**config.mk**
```make
export PLATFORM = sky130hd
export DESIGN_NAME = timer_sequencer
export DESIGN_NICKNAME = d
export VERILOG_FILES = /design/src/rtl/timer_sequencer.sv
export SDC_FILE = /design/constraint.sdc
export NUM_CORES = 1
export LEC_CHECK = 0
export BUFFER_PORTS_ARGS = -buffer_cell sky130_fd_sc_hd__buf_2
export CELL_PAD_IN_SITES_DETAIL_PLACEMENT = 0
export CELL_PAD_IN_SITES_GLOBAL_PLACEMENT = 1
export CORE_UTILIZATION = 36
export DETAILED_ROUTE_END_ITERATION = 7
export PLACE_DENSITY_LB_ADDON = 0.12
export SLEW_MARGIN = 20
export SYNTH_ARGS = -nofsm -noshare
export SYNTH_HDL_FRONTEND = slang
export SYNTH_SLANG_ARGS = --single-unit
```
**constraint.sdc**
```tcl
create_clock -name clk -period 1.5 [get_ports clk]
set_clock_uncertainty 0.05 [all_clocks]
set_input_delay 0 -clock clk [delete_from_list [all_inputs] [get_ports clk]]
set_output_delay 0 -clock clk [all_outputs]
set_load 0.02 [all_outputs]
```
**src/rtl/timer_sequencer.sv**
```systemverilog
// Control FSM for the kitchen-timer MM:SS BCD countdown: set-point editing, load, run/pause, alarm.
// Build option: define ALARM_BLINK_EN to make the alarm output toggle on every 1 Hz tick.
module timer_sequencer #(
  parameter int MAX_MIN    = 59,
  parameter int ALARM_SECS = 10
) (
  input  logic       clk,
  input  logic       reset,
  input  logic       tick_1hz,
  input  logic       btn_start,
  input  logic       btn_min,
  input  logic       btn_sec,
  input  logic       btn_clear,
  input  logic       cnt_zero,
  output logic       load,
  output logic       cnt_en,
  output logic [3:0] set_m1,
  output logic [3:0] set_m0,
  output logic [3:0] set_s1,
  output logic [3:0] set_s0,
  output logic       alarm,
  output logic       disp_sel,
  output logic [2:0] state
);

  localparam logic [2:0] ST_IDLE  = 3'd0;
  localparam logic [2:0] ST_LOAD  = 3'd1;
  localparam logic [2:0] ST_RUN   = 3'd2;
  localparam logic [2:0] ST_PAUSE = 3'd3;
  localparam logic [2:0] ST_ALARM = 3'd4;

  localparam logic [3:0] MAX_M1_C    = 4'(MAX_MIN / 10);
  localparam logic [3:0] MAX_M0_C    = 4'(MAX_MIN % 10);
  localparam logic [3:0] ACNT_LAST_C = 4'(ALARM_SECS - 1);

  logic [2:0] state_r, state_nxt_s;
  logic [3:0] set_m1_r, set_m0_r, set_s1_r, set_s0_r;
  logic [3:0] m1_nxt_s, m0_nxt_s, s1_nxt_s, s0_nxt_s;
  logic [3:0] acnt_r, acnt_nxt_s;
  logic       load_r, load_nxt_s;
  logic       alarm_r, alarm_nxt_s;
  logic       disp_sel_r, disp_sel_nxt_s;
  logic       any_btn_s, setpoint_zero_s, alarm_done_s, idle_edit_s;

  assign any_btn_s       = btn_clear | btn_start | btn_min | btn_sec;
  assign setpoint_zero_s = ({set_m1_r, set_m0_r, set_s1_r, set_s0_r} == 16'd0);
  assign alarm_done_s    = tick_1hz & (acnt_r == ACNT_LAST_C);
  // min/sec edits only act when no higher-priority button shares the cycle
  assign idle_edit_s     = (state_r == ST_IDLE) & ~btn_clear & ~btn_start;

  // Next-state decode; clear outranks expiry, expiry outranks start/pause.
  always_comb begin
    state_nxt_s = ST_IDLE;
    case (state_r)
      ST_IDLE: begin
        if (!btn_clear && btn_start && !setpoint_zero_s) state_nxt_s = ST_LOAD;
        else                                             state_nxt_s = ST_IDLE;
      end
      ST_LOAD: state_nxt_s = ST_RUN;
      ST_RUN: begin
        if (btn_clear)      state_nxt_s = ST_IDLE;
        else if (cnt_zero)  state_nxt_s = ST_ALARM;
        else if (btn_start) state_nxt_s = ST_PAUSE;
        else                state_nxt_s = ST_RUN;
      end
      ST_PAUSE: begin
        if (btn_clear)      state_nxt_s = ST_IDLE;
        else if (btn_start) state_nxt_s = ST_RUN;
        else                state_nxt_s = ST_PAUSE;
      end
      ST_ALARM: begin
        if (any_btn_s || alarm_done_s) state_nxt_s = ST_IDLE;
        else                            state_nxt_s = ST_ALARM;
      end
      default: state_nxt_s = ST_IDLE;
    endcase
  end

  // Set-point BCD editing, active only in IDLE.
  always_comb begin
    m1_nxt_s = set_m1_r;
    m0_nxt_s = set_m0_r;
    s1_nxt_s = set_s1_r;
    s0_nxt_s = set_s0_r;
    if (state_r == ST_IDLE && btn_clear) begin
      m1_nxt_s = 4'd0;
      m0_nxt_s = 4'd0;
      s1_nxt_s = 4'd0;
      s0_nxt_s = 4'd0;
    end else if (idle_edit_s && btn_min) begin
      if (set_m1_r == MAX_M1_C && set_m0_r == MAX_M0_C) begin
        m1_nxt_s = 4'd0;
        m0_nxt_s = 4'd0;
      end else if (set_m0_r == 4'd9) begin
        m1_nxt_s = set_m1_r + 4'd1;
        m0_nxt_s = 4'd0;
      end else begin
        m0_nxt_s = set_m0_r + 4'd1;
      end
    end else if (idle_edit_s && btn_sec) begin
      if (set_s1_r == 4'd5 && set_s0_r == 4'd9) begin
        s1_nxt_s = 4'd0;
        s0_nxt_s = 4'd0;
      end else if (set_s0_r == 4'd9) begin
        s1_nxt_s = set_s1_r + 4'd1;
        s0_nxt_s = 4'd0;
      end else begin
        s0_nxt_s = set_s0_r + 4'd1;
      end
    end else begin
      m1_nxt_s = set_m1_r;
      m0_nxt_s = set_m0_r;
      s1_nxt_s = set_s1_r;
      s0_nxt_s = set_s0_r;
    end
  end

  // Output decode from the next state so the registered outputs line up with state.
  always_comb begin
    load_nxt_s     = (state_nxt_s == ST_LOAD);
    disp_sel_nxt_s = (state_nxt_s != ST_IDLE);
    acnt_nxt_s     = 4'd0;
    alarm_nxt_s    = 1'b0;
    if (state_r == ST_ALARM && state_nxt_s == ST_ALARM) begin
      acnt_nxt_s = acnt_r + {3'd0, tick_1hz};
`ifdef ALARM_BLINK_EN
      alarm_nxt_s = alarm_r ^ tick_1hz;
`else
      alarm_nxt_s = 1'b1;
`endif
    end else if (state_nxt_s == ST_ALARM) begin
      acnt_nxt_s  = 4'd0;
      alarm_nxt_s = 1'b1;
    end else begin
      acnt_nxt_s  = 4'd0;
      alarm_nxt_s = 1'b0;
    end
  end

  // State, set-point and output registers with synchronous active-low reset.
  always_ff @(posedge clk) begin
    if (!reset) begin
      state_r    <= ST_IDLE;
      set_m1_r   <= 4'd0;
      set_m0_r   <= 4'd0;
      set_s1_r   <= 4'd0;
      set_s0_r   <= 4'd0;
      acnt_r     <= 4'd0;
      load_r     <= 1'b0;
      alarm_r    <= 1'b0;
      disp_sel_r <= 1'b0;
    end else begin
      state_r    <= state_nxt_s;
      set_m1_r   <= m1_nxt_s;
      set_m0_r   <= m0_nxt_s;
      set_s1_r   <= s1_nxt_s;
      set_s0_r   <= s0_nxt_s;
      acnt_r     <= acnt_nxt_s;
      load_r     <= load_nxt_s;
      alarm_r    <= alarm_nxt_s;
      disp_sel_r <= disp_sel_nxt_s;
    end
  end

  // cnt_en is the only combinational output; it can never fire at zero or in LOAD.
  assign cnt_en   = (state_r == ST_RUN) & tick_1hz & ~cnt_zero;
  assign load     = load_r;
  assign alarm    = alarm_r;
  assign disp_sel = disp_sel_r;
  assign state    = state_r;
  assign set_m1   = set_m1_r;
  assign set_m0   = set_m0_r;
  assign set_s1   = set_s1_r;
  assign set_s0   = set_s0_r;

endmodule

```
==> metrics.cfg <==
[cts]
cts_tree = yes
clock_path_buffers = 2
clock_sinks = 26
worstSkewPairLatency_ns = 0.27
cts-root-buf = sky130_fd_sc_hd__clkbuf_8
cts_made_buffers = 3
cts-htree-levels = 1
clkTransAtPathRegs_ns = 0.10

[floorplanning]
std_cell_core_area_um2 = 3660
std_cell_rows = 22
floorplan.io_pins = 31
die-height_um = 63.9
die_area_um2 = 4080
floorplan.initialDensity_pct = 37.6
fp.dieW_um = 63.9

[routing]
drc_errors = 0
wirelength_um = 3240
1st_iter_drt_viols = 49
route.detailed.wl_per_inst_um = 12.5
postRouteAntennaNets = 0
detailedRoute.firstPassIterationCount = 4
route.vias.total = 1329
vias_per_cell = 5.11

[finish]
finish.utilization_pct = 53.8
nNetsFinal = 229
area_delta_synth_final_pct = 43.0
antenna-diode-count = 0
final_layout_size_suffix_gt1_share_pct = 43.4

[power_and_ir_drop]
static-leakage-power_nw = 0.905
finalPower_mw = 1.37
max-vdd-ir-drop_v = 0.000362
p_seq_share_pct = 50.3
pwr-share-comb_pct = 6.9
clockPowerShare_pct = 42.8
internal_power_mw = 1.09
switching_share_pct = 20.7
cellPowerDensity_nw_per_um2 = 696
power.net_switching_mw = 0.284

[placement]
dpl.hpwl_um = 2440
port_buffers = 30
globalplace.congestion = 0.758

[setup_path]
worstSetupEndpointType = flip-flop
type_of_the_worst_setup_path = flip-flop to flip-flop
data_arrival_time_of_the_critical_path_ns = 1.70
crit_path_launch_type = flip-flop
critical_path_peak_fanout = 6
data_required_time_of_the_critical_path_ns = 1.66
reg2regPathDepth = 4

[timing]
timing.slew.headroom_pct = 75.8
slew_violations = 0
part_of_the_cycle_the_worst_path_needs_pct = 102
rsz0062_at_grt = true
tightestPinTransition_ns = 0.360
layout_setup_ws_ns = -0.0370
whs_ns = 0.0460
finalSetupViolations = 2
max_fclk_mhz = 651
final_hold_viol_count = 0
post_layout_min_period_ns = 1.54

[global_routing]
grt_start_max_net_pins = 16
grt_remaining_overflow = 0
global_route.usage.total_pct = 17.0
grt_pass1_vias = 1278
antenna_found_initial = 0
global_route_wire_length_before_repair_um = 5570

[yosys]
synth_cell_types = 45
syn-instance-count = 152
postSynthNetCount = 168
ys_seq_area_share_pct = 37.8
post_synthesis_register_bit_count = 26
netlist_area_um2 = 1380
synth_area_per_cell_um2 = 9.06
ys_warn_count = 0

[min_path]
whs_path_depth = 4
hp-class = input pin to flip-flop

[run]
max_cap_viol_count = 0

[run_status]
violated_checks = setup timing
run_status = finished, violations left

-- state kept, by name, summed over array words and instances, names as in the netlist --
signal,count
set_s0,4
set_m1,4
set_s1,4
load,1
alarm,1
acnt_r,4
set_m0,4
disp_sel,1
state,3
-- power by group through the flow --
| stage | Sequential, mW | Combinational [mW] | Clock (mW) |
|---|---|---|---|
| finish | 0.689 | 0.0948 | 0.587 |
| detailed placement | 0.709 | 0.0797 | 0 |
| global placement | 0.708 | 0.0787 | 0 |
| global route | 0.690 | 0.105 | 0.642 |
| floorplan | 0.712 | 0.0390 | 0 |
| CTS | 0.691 | 0.0887 | 0.605 |
-- what timing repair did --
item,4_1_cts,5_1_grt
setup buffers,4,4
hold buffers,3,0
hold endpoints to repair,4,0
pin swaps,4,4
gates resized for setup,5,13
setup endpoints to repair,6,15
gates cloned,0,0
-- metal layers --
layer,vias to the layer above,routed length [um],GRT usage (%),part of all wire (%)
met2,26,1670,30.9,51
met4,0,17,4.26,0.52
met5,-,0,0,0
li1,665,-,-,-
met3,2,101,2.14,3.1
met1,636,1460,21.0,45
-- layout make-up --
class	instances	area, um^2
fill	353	1690
sequential	26	539
clock inverter	1	30.0
clock buffer	3	41.3
tap	48	60.1
inverter	10	37.5
timing repair buffer	58	368
multi-input combinational	114	893
-- path summary, 6_finish.rpt --
check / start / slack, ns / endpoint
max: state[0]$_SDFF_PN0_ / -0.04 / set_s1[3]$_SDFFE_PP0P_
min: tick_1hz / 0.05 / acnt_r[0]$_SDFF_PN0_
max reg2reg: state[0]$_SDFF_PN0_ / -0.04 / set_s1[3]$_SDFFE_PP0P_
min reg2reg: set_m0[0]$_SDFFE_PP0P_ / 0.46 / set_m0[0]$_SDFFE_PP0P_
-- cell families (layout without fill, tap and decap cells) --
logic type | Yosys count | count (layout) | share of synthesized area, %
AOI/OAI and AO/OA | 29 | 29 | 12.6
adders and majority gates | 8 | 8 | 7.27
xor gates and xnor gates | 5 | 5 | 3.18
buffers and inverters | 12 | 72 | 3.81
muxes | 2 | 2 | 1.45
and+or+nand+nor | 70 | 70 | 33.9
DFF | 26 | 26 | 37.8
-- Yosys cell counts, drive strengths merged --
library cell | n | area share (%)
inv | 10 | 2.7
xnor2 | 1 | 0.64
nor3b | 1 | 0.55
or4 | 2 | 1.1
o2111ai | 1 | 0.64
nor2b | 4 | 1.8
o211ai | 1 | 0.55
a32o | 1 | 0.73
buf | 1 | 0.82
and2b | 2 | 1.2
or3 | 3 | 1.5
o21bai | 2 | 1.1
and3 | 1 | 0.45
a31o | 1 | 0.64
or3b | 3 | 1.9
clkbuf | 1 | 0.27
o22ai | 1 | 0.45
and4b | 1 | 0.73
nand4b | 6 | 5.4
nor3 | 1 | 1.2
xor2 | 4 | 2.5
nor4b | 2 | 1.3
and3b | 1 | 0.64
nand2b | 2 | 0.91
dfxtp | 26 | 38
nor4 | 3 | 2.5
ha | 8 | 7.3
o21ai | 6 | 2.2
a21o | 2 | 1.2
or2 | 1 | 0.45
mux2i | 2 | 1.5
nor2 | 16 | 4.4
and4bb | 2 | 1.8
and4 | 1 | 0.64
a21oi | 13 | 4.7
a31oi | 1 | 0.45
nand3 | 8 | 2.9
nand2 | 10 | 2.7
-- placed cells by master (no fill, tap or decap), drive strengths merged, types with 3 or more instances in the layout --
master / instances
nor4: 3
clkbuf: 3
dlygate4sd3: 3
xor2: 4
nand4b: 6
inv: 10
buf: 55
nor2: 16
nand3: 8
dfxtp: 26
or3b: 3
or3: 3
a21oi: 13
nand2: 10
nor2b: 4
ha: 8
o21ai: 6
-- critical path: stages (launching register included) --
cell and delay [ns]:
sky130_fd_sc_hd__dfxtp_4 0.37, sky130_fd_sc_hd__and4bb_2 0.35, sky130_fd_sc_hd__nand4b_4 0.14, sky130_fd_sc_hd__or4_1 0.43, sky130_fd_sc_hd__a21oi_1 0.14
-- stage by stage --
step / worst slack (ns) / std cells / setup TNS [ns] / area [um^2]
5_1_grt: -0.0799 / 260 / -0.299 / 1970
6_report: -0.0370 / 260 / -0.0371 / 1970
4_1_cts: -0.0451 / 256 / -0.0565 / 1890
2_1_floorplan: -0.0227 / 152 / -0.0459 / 1410
3_3_place_gp: -0.0130 / 245 / -0.0130 / 1740
3_5_place_dp: -0.0380 / 245 / -0.0654 / 1740
(Power assumes the default switching activity.)
